`config.mk`:
```
export PLATFORM = sky130hd
export DESIGN_NAME = vertex_fetch_seq
export DESIGN_NICKNAME = d
export VERILOG_FILES = /design/src/rtl/vertex_fetch_seq_pkg.sv /design/src/rtl/vfs_fifo.sv /design/src/rtl/vertex_fetch_seq.sv
export SDC_FILE = /design/constraint.sdc
export NUM_CORES = 1
export LEC_CHECK = 0
export CAP_MARGIN = 15
export CORE_MARGIN = 2
export CORE_UTILIZATION = 24
export CTS_CLUSTER_DIAMETER = 120
export CTS_CLUSTER_SIZE = 10
export DETAILED_ROUTE_END_ITERATION = 8
export DONT_BUFFER_PORTS = 1
export SYNTH_ARGS = -nofsm -noshare
export SYNTH_HDL_FRONTEND = slang
export SYNTH_SLANG_ARGS = --single-unit
```
`constraint.sdc`:
```
create_clock -name clk -period 3.1 [get_ports clk]
set_input_delay 0.31 -clock clk [delete_from_list [all_inputs] [get_ports clk]]
set_output_delay 0.31 -clock clk [all_outputs]
set_load 0.01 [all_outputs]
```
`src/rtl/vertex_fetch_seq_pkg.sv`:
```
// Shared constants and FSM encoding for the vertex fetch sequencer and its FIFO.
package vertex_fetch_seq_pkg;
  localparam int VERTEX_W      = 128;
  localparam int WORD_W        = 32;
  localparam int VERTEX_STRIDE = 16;

  localparam logic MATRIX_MODELVIEW  = 1'b0;
  localparam logic MATRIX_PROJECTION = 1'b1;
  localparam logic MUL_TYPE_4X1      = 1'b0;
  localparam logic MUL_TYPE_4X4      = 1'b1;

  typedef enum logic [1:0] {
    ST_IDLE  = 2'd0,
    ST_ISSUE = 2'd1,
    ST_WAIT  = 2'd2
  } vfs_state_e;
endpackage

```
`src/rtl/vfs_fifo.sv`:
```
// First-word-fall-through FIFO; head is read straight from the register array.
module vfs_fifo #(
  parameter int WIDTH = 128,
  parameter int DEPTH = 4
) (
  input  logic                     clk,
  input  logic                     rst_n,
  input  logic                     push_i,
  input  logic [WIDTH-1:0]         data_i,
  input  logic                     pop_i,
  output logic [WIDTH-1:0]         head_o,
  output logic                     valid_o,
  output logic [$clog2(DEPTH):0]   count_o
);
  localparam int AW = $clog2(DEPTH);

  logic [WIDTH-1:0] mem_q [DEPTH];
  logic [AW-1:0]    wr_q, rd_q;
  logic [AW:0]      cnt_q;
  logic             do_pop;

  assign do_pop = pop_i && (cnt_q != '0);

  always_ff @(posedge clk or negedge rst_n) begin
    if (!rst_n) begin
      for (int i = 0; i < DEPTH; i++) mem_q[i] <= '0;
      wr_q  <= '0;
      rd_q  <= '0;
      cnt_q <= '0;
    end else begin
      // Push into a full FIFO is only legal alongside a pop, which frees the head slot.
      if (push_i) begin
        mem_q[wr_q] <= data_i;
        wr_q        <= wr_q + 1'b1;
      end
      if (do_pop) rd_q <= rd_q + 1'b1;
      case ({push_i, do_pop})
        2'b10:   cnt_q <= cnt_q + 1'b1;
        2'b01:   cnt_q <= cnt_q - 1'b1;
        default: cnt_q <= cnt_q;
      endcase
    end
  end

  assign head_o  = mem_q[rd_q];
  assign valid_o = (cnt_q != '0);
  assign count_o = cnt_q;
endmodule

```
`src/rtl/vertex_fetch_seq.sv`:
```
// Issues one 4x1 multiply per vertex to matrix_mul under credit control and
// captures each result into an output FIFO after a fixed latency.
module vertex_fetch_seq
  import vertex_fetch_seq_pkg::*;
#(
  parameter int MUL_LATENCY = 4,
  parameter int ISSUE_GAP   = 5,
  parameter int FIFO_DEPTH  = 4,
  parameter int STRIDE      = VERTEX_STRIDE
) (
  input  logic                clk,
  input  logic                rst_n,
  input  logic                start,
  input  logic [WORD_W-1:0]   base_addr,
  input  logic [15:0]         vertex_count,
  input  logic                matrix_mode_in,
  output logic                busy,
  output logic                done,
  output logic                mul_en,
  output logic                mul_type,
  output logic                mul_matrix_mode,
  output logic [WORD_W-1:0]   mul_addr,
  input  logic [VERTEX_W-1:0] vertex_in,
  output logic [VERTEX_W-1:0] vout_data,
  output logic                vout_valid,
  input  logic                vout_ready
);
  localparam int GW  = $clog2(ISSUE_GAP + 1);
  localparam int FCW = $clog2(FIFO_DEPTH) + 1;

  vfs_state_e         state_q;
  logic               busy_q, done_q, mul_en_q, mode_q;
  logic [WORD_W-1:0]  mul_addr_q, next_addr_q;
  logic [15:0]        count_q, issued_q;
  logic [GW-1:0]      gap_q;
  logic [MUL_LATENCY-1:0] lat_q;
  logic [7:0]         inflight;
  logic [FCW-1:0]     fifo_cnt;
  logic               credit_ok, can_issue, push;

  // In-flight includes the pulse currently on mul_en, not yet in the delay line.
  always_comb begin
    inflight = {7'd0, mul_en_q};
    for (int i = 0; i < MUL_LATENCY; i++) inflight = inflight + {7'd0, lat_q[i]};
  end

  assign credit_ok = (32'(fifo_cnt) + 32'(inflight)) < 32'(FIFO_DEPTH);
  assign can_issue = (issued_q != count_q) && (gap_q == '0) && credit_ok;
  assign push      = lat_q[MUL_LATENCY-1];

  always_ff @(posedge clk or negedge rst_n) begin
    if (!rst_n) begin
      state_q     <= ST_IDLE;
      busy_q      <= 1'b0;
      done_q      <= 1'b0;
      mul_en_q    <= 1'b0;
      mode_q      <= MATRIX_MODELVIEW;
      mul_addr_q  <= '0;
      next_addr_q <= '0;
      count_q     <= '0;
      issued_q    <= '0;
      gap_q       <= '0;
      lat_q       <= '0;
    end else begin
      mul_en_q <= 1'b0;
      done_q   <= 1'b0;
      if (gap_q != '0) gap_q <= gap_q - 1'b1;
      lat_q[0] <= mul_en_q;
      for (int i = 1; i < MUL_LATENCY; i++) lat_q[i] <= lat_q[i-1];

      case (state_q)
        ST_IDLE: begin
          // A start coinciding with the done pulse belongs to the finished batch.
          if (start && !done_q) begin
            busy_q      <= 1'b1;
            count_q     <= vertex_count;
            issued_q    <= '0;
            next_addr_q <= base_addr;
            mode_q      <= matrix_mode_in;
            gap_q       <= '0;
            state_q     <= (vertex_count == 16'd0) ? ST_WAIT : ST_ISSUE;
          end
        end
        ST_ISSUE: begin
          if (issued_q == count_q) begin
            state_q <= ST_WAIT;
          end else if (can_issue) begin
            mul_en_q    <= 1'b1;
            mul_addr_q  <= next_addr_q;
            next_addr_q <= next_addr_q + WORD_W'(STRIDE);
            issued_q    <= issued_q + 16'd1;
            gap_q       <= GW'(ISSUE_GAP - 1);
          end
        end
        ST_WAIT: begin
          if (inflight == 8'd0) begin
            done_q  <= 1'b1;
            busy_q  <= 1'b0;
            state_q <= ST_IDLE;
          end
        end
        default: state_q <= ST_IDLE;
      endcase
    end
  end

  vfs_fifo #(
    .WIDTH (VERTEX_W),
    .DEPTH (FIFO_DEPTH)
  ) u_fifo (
    .clk     (clk),
    .rst_n   (rst_n),
    .push_i  (push),
    .data_i  (vertex_in),
    .pop_i   (vout_ready),
    .head_o  (vout_data),
    .valid_o (vout_valid),
    .count_o (fifo_cnt)
  );

  assign busy            = busy_q;
  assign done            = done_q;
  assign mul_en          = mul_en_q;
  assign mul_type        = MUL_TYPE_4X1;
  assign mul_matrix_mode = mode_q;
  assign mul_addr        = mul_addr_q;
endmodule

```
==> key figures <==
Outcome
  – Status: completed

STA
  – Setup-failing EPs final: 0
  – Worst Tran Pin Value: between 900 and 1000 ps
  – Final worst slack: ~25 ps
  – Rel. slew slack: a little under two fifths
  – Final period util: 99.2%
  – Hold_ws: 96.0 ps
  – RSZ-0062 raised after global routing: true
  – Max Clock Freq: between 300 and 400 MHz
  – Min Clock Period, post-route: 3080 ps
  – Count of pins over their slew limit: 0
  – Final hold vios: 0
  – Clock Skews: between 15 and 20 ps

Die
  – Die W: between 300 and 400 um
  – Height of the die: approximately 350 um
  – Starting Density: 24.1%
  – Number of cell rows: 125
  – Core Box Area: between 0.1 and 0.15 sq mm
  – I/O pin total: 347
  – Die area: approximately 0.12 sq mm

Flow run
  – Maxcap violations: 0

Detailed routing
  – DRC viols: 0
  – Via density: 4.72
  – Routed Antenna Nets: 0
  – Routed via count: roughly 17000
  – Initial DRT Pass Iterations: 5
  – WL final: 72200 um
  – Initial drt markers: 927
  – WL/cell: slightly above 20 um

Place
  – Post-detail-place hpwl: roughly 46000 um
  – Cell Area, Placed: between 0.02 and 0.03 sq mm
  – PortBufs: 0
  – Post-Place Cells: roughly 3300
  – Pre-CTS WS: -237 ps
  – RePlAce Congestion: 0.837

Clocking
  – Clock buffer depth: 3
  – Clock Latency Late Sink: 630 ps
  – Total CTS buffers: between 70 and 80
  – H-tree depth: 3
  – CTS Sinks: between 600 and 700
  – Clock-pin slew on the worst setup and hold paths: about 60 ps
  – TritonCTS clock tree: done
  – CTS Root Cell: clkbuf_16

Cells and area
  – Syn-to-layout area delta: 21.9%
  – Commonest non-fill, non-tap cell in the layout: dfrtp_1
  – Layout cells sized above 1: roughly 42%
  – Post-route cell area: approximately 0.034 sq mm
  – Final Non-Filler Cells: 3585
  – Most frequent cells in the layout: dfrtp_1 (626), mux2_2 (543), dlygate4sd3_1 (179)
  – Net count, final: approximately 2200

Global route
  – First-pass GRT wire length: 114000 um
  – Antenna violations before repair: 5
  – Tot GR Track Use: between 10% and 20%
  – Largest net degree at the start of global routing: between 600 and 700
  – Number of global-route vias before repair: 18900
  – GR Overflow Total: 0

Synthesis
  – EDFF count, synth: 0
  – Async S/R FF share, synth: 100%
  – Synthesized net count: 2057
  – Synthesized area per cell: around 15 sq um
  – Library cells used by synthesis: 68
  – Synthesized area: between 0.02 and 0.03 sq mm
  – Post-synthesis register bit count: 628
  – Main synth FF type: dfrtp_1
  – Post-Synthesis Cells: roughly 1900
  – Synth warn: 0
  – Register area share after synthesis: a little under three fifths

Pwr
  – Final total power: 35100 uW
  – Cell Pwr Density: roughly 1000 mW/mm^2
  – Static Leakage: roughly 0.014 uW
  – Maximum vdd ir drop: slightly above 0.0006 V

Worst setup path
  – WP data required: roughly 3600 ps
  – Crit path max fanout: 6
  – Crit path DAT: ~3600 ps
  – CP Launch Type: flip-flop
  – Crit Path Class: flip-flop to flip-flop
  – Crit end category: flip-flop

Min path
  – Hold/Removal Path Class: primary input to flip-flop
## timing repair
action	CTS	global route
pin swaps	5	11
resized for setup	13	29
endpoints found under the setup margin	60	72
hold buffers	178	2
setup buffers	5	7
gates cloned	0	1
endpoints found under the hold margin	1190	447
## layout make-up
class,count,area [sq um]
diodes,3,7.51
clock buffers,76,1850
clock inverters,9,135
fillers,11500,81700
inverters,19,71.3
multi-input cells,1084,11800
flip-flops and latches,628,15700
well taps,1524,1910
repair buffers,242,2540
## cells by family (layout without fill, tap and decap cells)
| family | Yosys count | count (layout) | share of synthesized area (%) |
|---|---|---|---|
| multiplexers | 680 | 680 | 32.6 |
| flip-flops | 628 | 628 | 56.3 |
| AND/OR/NAND/NOR | 251 | 251 | 4.59 |
| buffers and inverters | 149 | 346 | 2.15 |
| AO/OA/AOI/OAI | 114 | 114 | 2.91 |
| XOR/XNOR | 23 | 23 | 0.722 |
| adder cells (fa/ha/maj) | 15 | 15 | 0.753 |
| other | 1 | 4 | 0.0134 |
## metrics by stage
step                      setup TNS (ps)  utilization, %
after CTS                           -443            29.1
after detailed placement           -3220            25.8
after global routing                -560            29.4
final                                  0            29.4
after floorplan                        0               -
after global placement             -1820            25.8
## registers in the layout, summed over array words and instances, names as in the netlist
name / cells
u_fifo.mem_q: 512
mul_addr: 32
next_addr_q: 32
count_q: 16
issued_q: 16
lat_q: 4
gap_q: 3
u_fifo.count_o: 3
state_q: 2
u_fifo.rd_q: 2
u_fifo.wr_q: 2
busy: 1
done: 1
mul_en: 1
mul_matrix_mode: 1
## worst paths after layout
| check | cells after the start | from | to | slack [ps] |
|---|---|---|---|---|
| max | 12 | lat_q[2] | issued_q[15] | 20 |
| min | 3 | base_addr[14] | next_addr_q[14] | 100 |
| max reg2reg | 12 | lat_q[2] | issued_q[15] | 20 |
| min reg2reg | 0 | lat_q[1] | lat_q[2] | 380 |
| max in group asynchronous | 4 | rst_n | u_fifo.mem_q[3] | 750 |
| min in group asynchronous | 2 | rst_n | u_fifo.mem_q[316] | 260 |
## cell usage after synthesis, types with 3 or more instances
| master | instances | share of area (%) |
|---|---|---|
| a311oi_1 | 3 | 0.094 |
| a22oi_1 | 3 | 0.081 |
| a211oi_1 | 16 | 0.43 |
| and2_1 | 9 | 0.20 |
| xnor2_1 | 3 | 0.094 |
| dfrtp_1 | 628 | 56 |
| fa_1 | 3 | 0.22 |
| a21oi_1 | 19 | 0.34 |
| nor2_1 | 30 | 0.40 |
| inv_1 | 18 | 0.24 |
| xor2_1 | 20 | 0.63 |
| and4_1 | 7 | 0.22 |
| nand4_1 | 13 | 0.29 |
| ha_1 | 12 | 0.54 |
| or3_1 | 7 | 0.16 |
| buf_1 | 15 | 0.20 |
| buf_2 | 23 | 0.41 |
| nor4_1 | 12 | 0.27 |
| a31o_2 | 3 | 0.094 |
| mux4_2 | 128 | 10 |
| mux2_2 | 543 | 22 |
| mux2i_1 | 9 | 0.32 |
| buf_4 | 3 | 0.081 |
| or4_1 | 8 | 0.22 |
| o21ai_0 | 15 | 0.27 |
| o311ai_0 | 5 | 0.16 |
| nand2_1 | 107 | 1.4 |
| nand2b_1 | 3 | 0.067 |
| o21a_1 | 3 | 0.081 |
| nand3_1 | 17 | 0.30 |
| clkbuf_1 | 89 | 1.2 |
| nor3_1 | 14 | 0.25 |
| o211ai_1 | 11 | 0.30 |
| a221oi_1 | 3 | 0.094 |
| a32oi_1 | 5 | 0.16 |
| and3_1 | 8 | 0.18 |
| a31oi_1 | 7 | 0.16 |
## per-layer routing
layer	GRT usage, %	routed length (um)
met1	14.0	28300
met5	0	37
met3	3.43	4780
met2	21.5	37200
met4	4.10	1880
## critical path, stage by stage, from the launching register on
cell and delay (ps):
dfrtp_1 360, inv_2 40, fa_1 490, fa_2 350, inv_2 70, ha_4 200, ha_4 150, nor3_2 150
buf_4 150, o2111ai_4 180, or4_1 430, or3_1 330, o211ai_1 100
## power breakdown
part           internal (uW)  switching [uW]  leakage (uW)
Sequential             12200            2280       0.00738
Combinational           6950            6070       0.00547
Clock                   4260            3360      0.000975
Total                  23400           11700        0.0138
No activity file was read; power rests on OpenSTA's default activity.
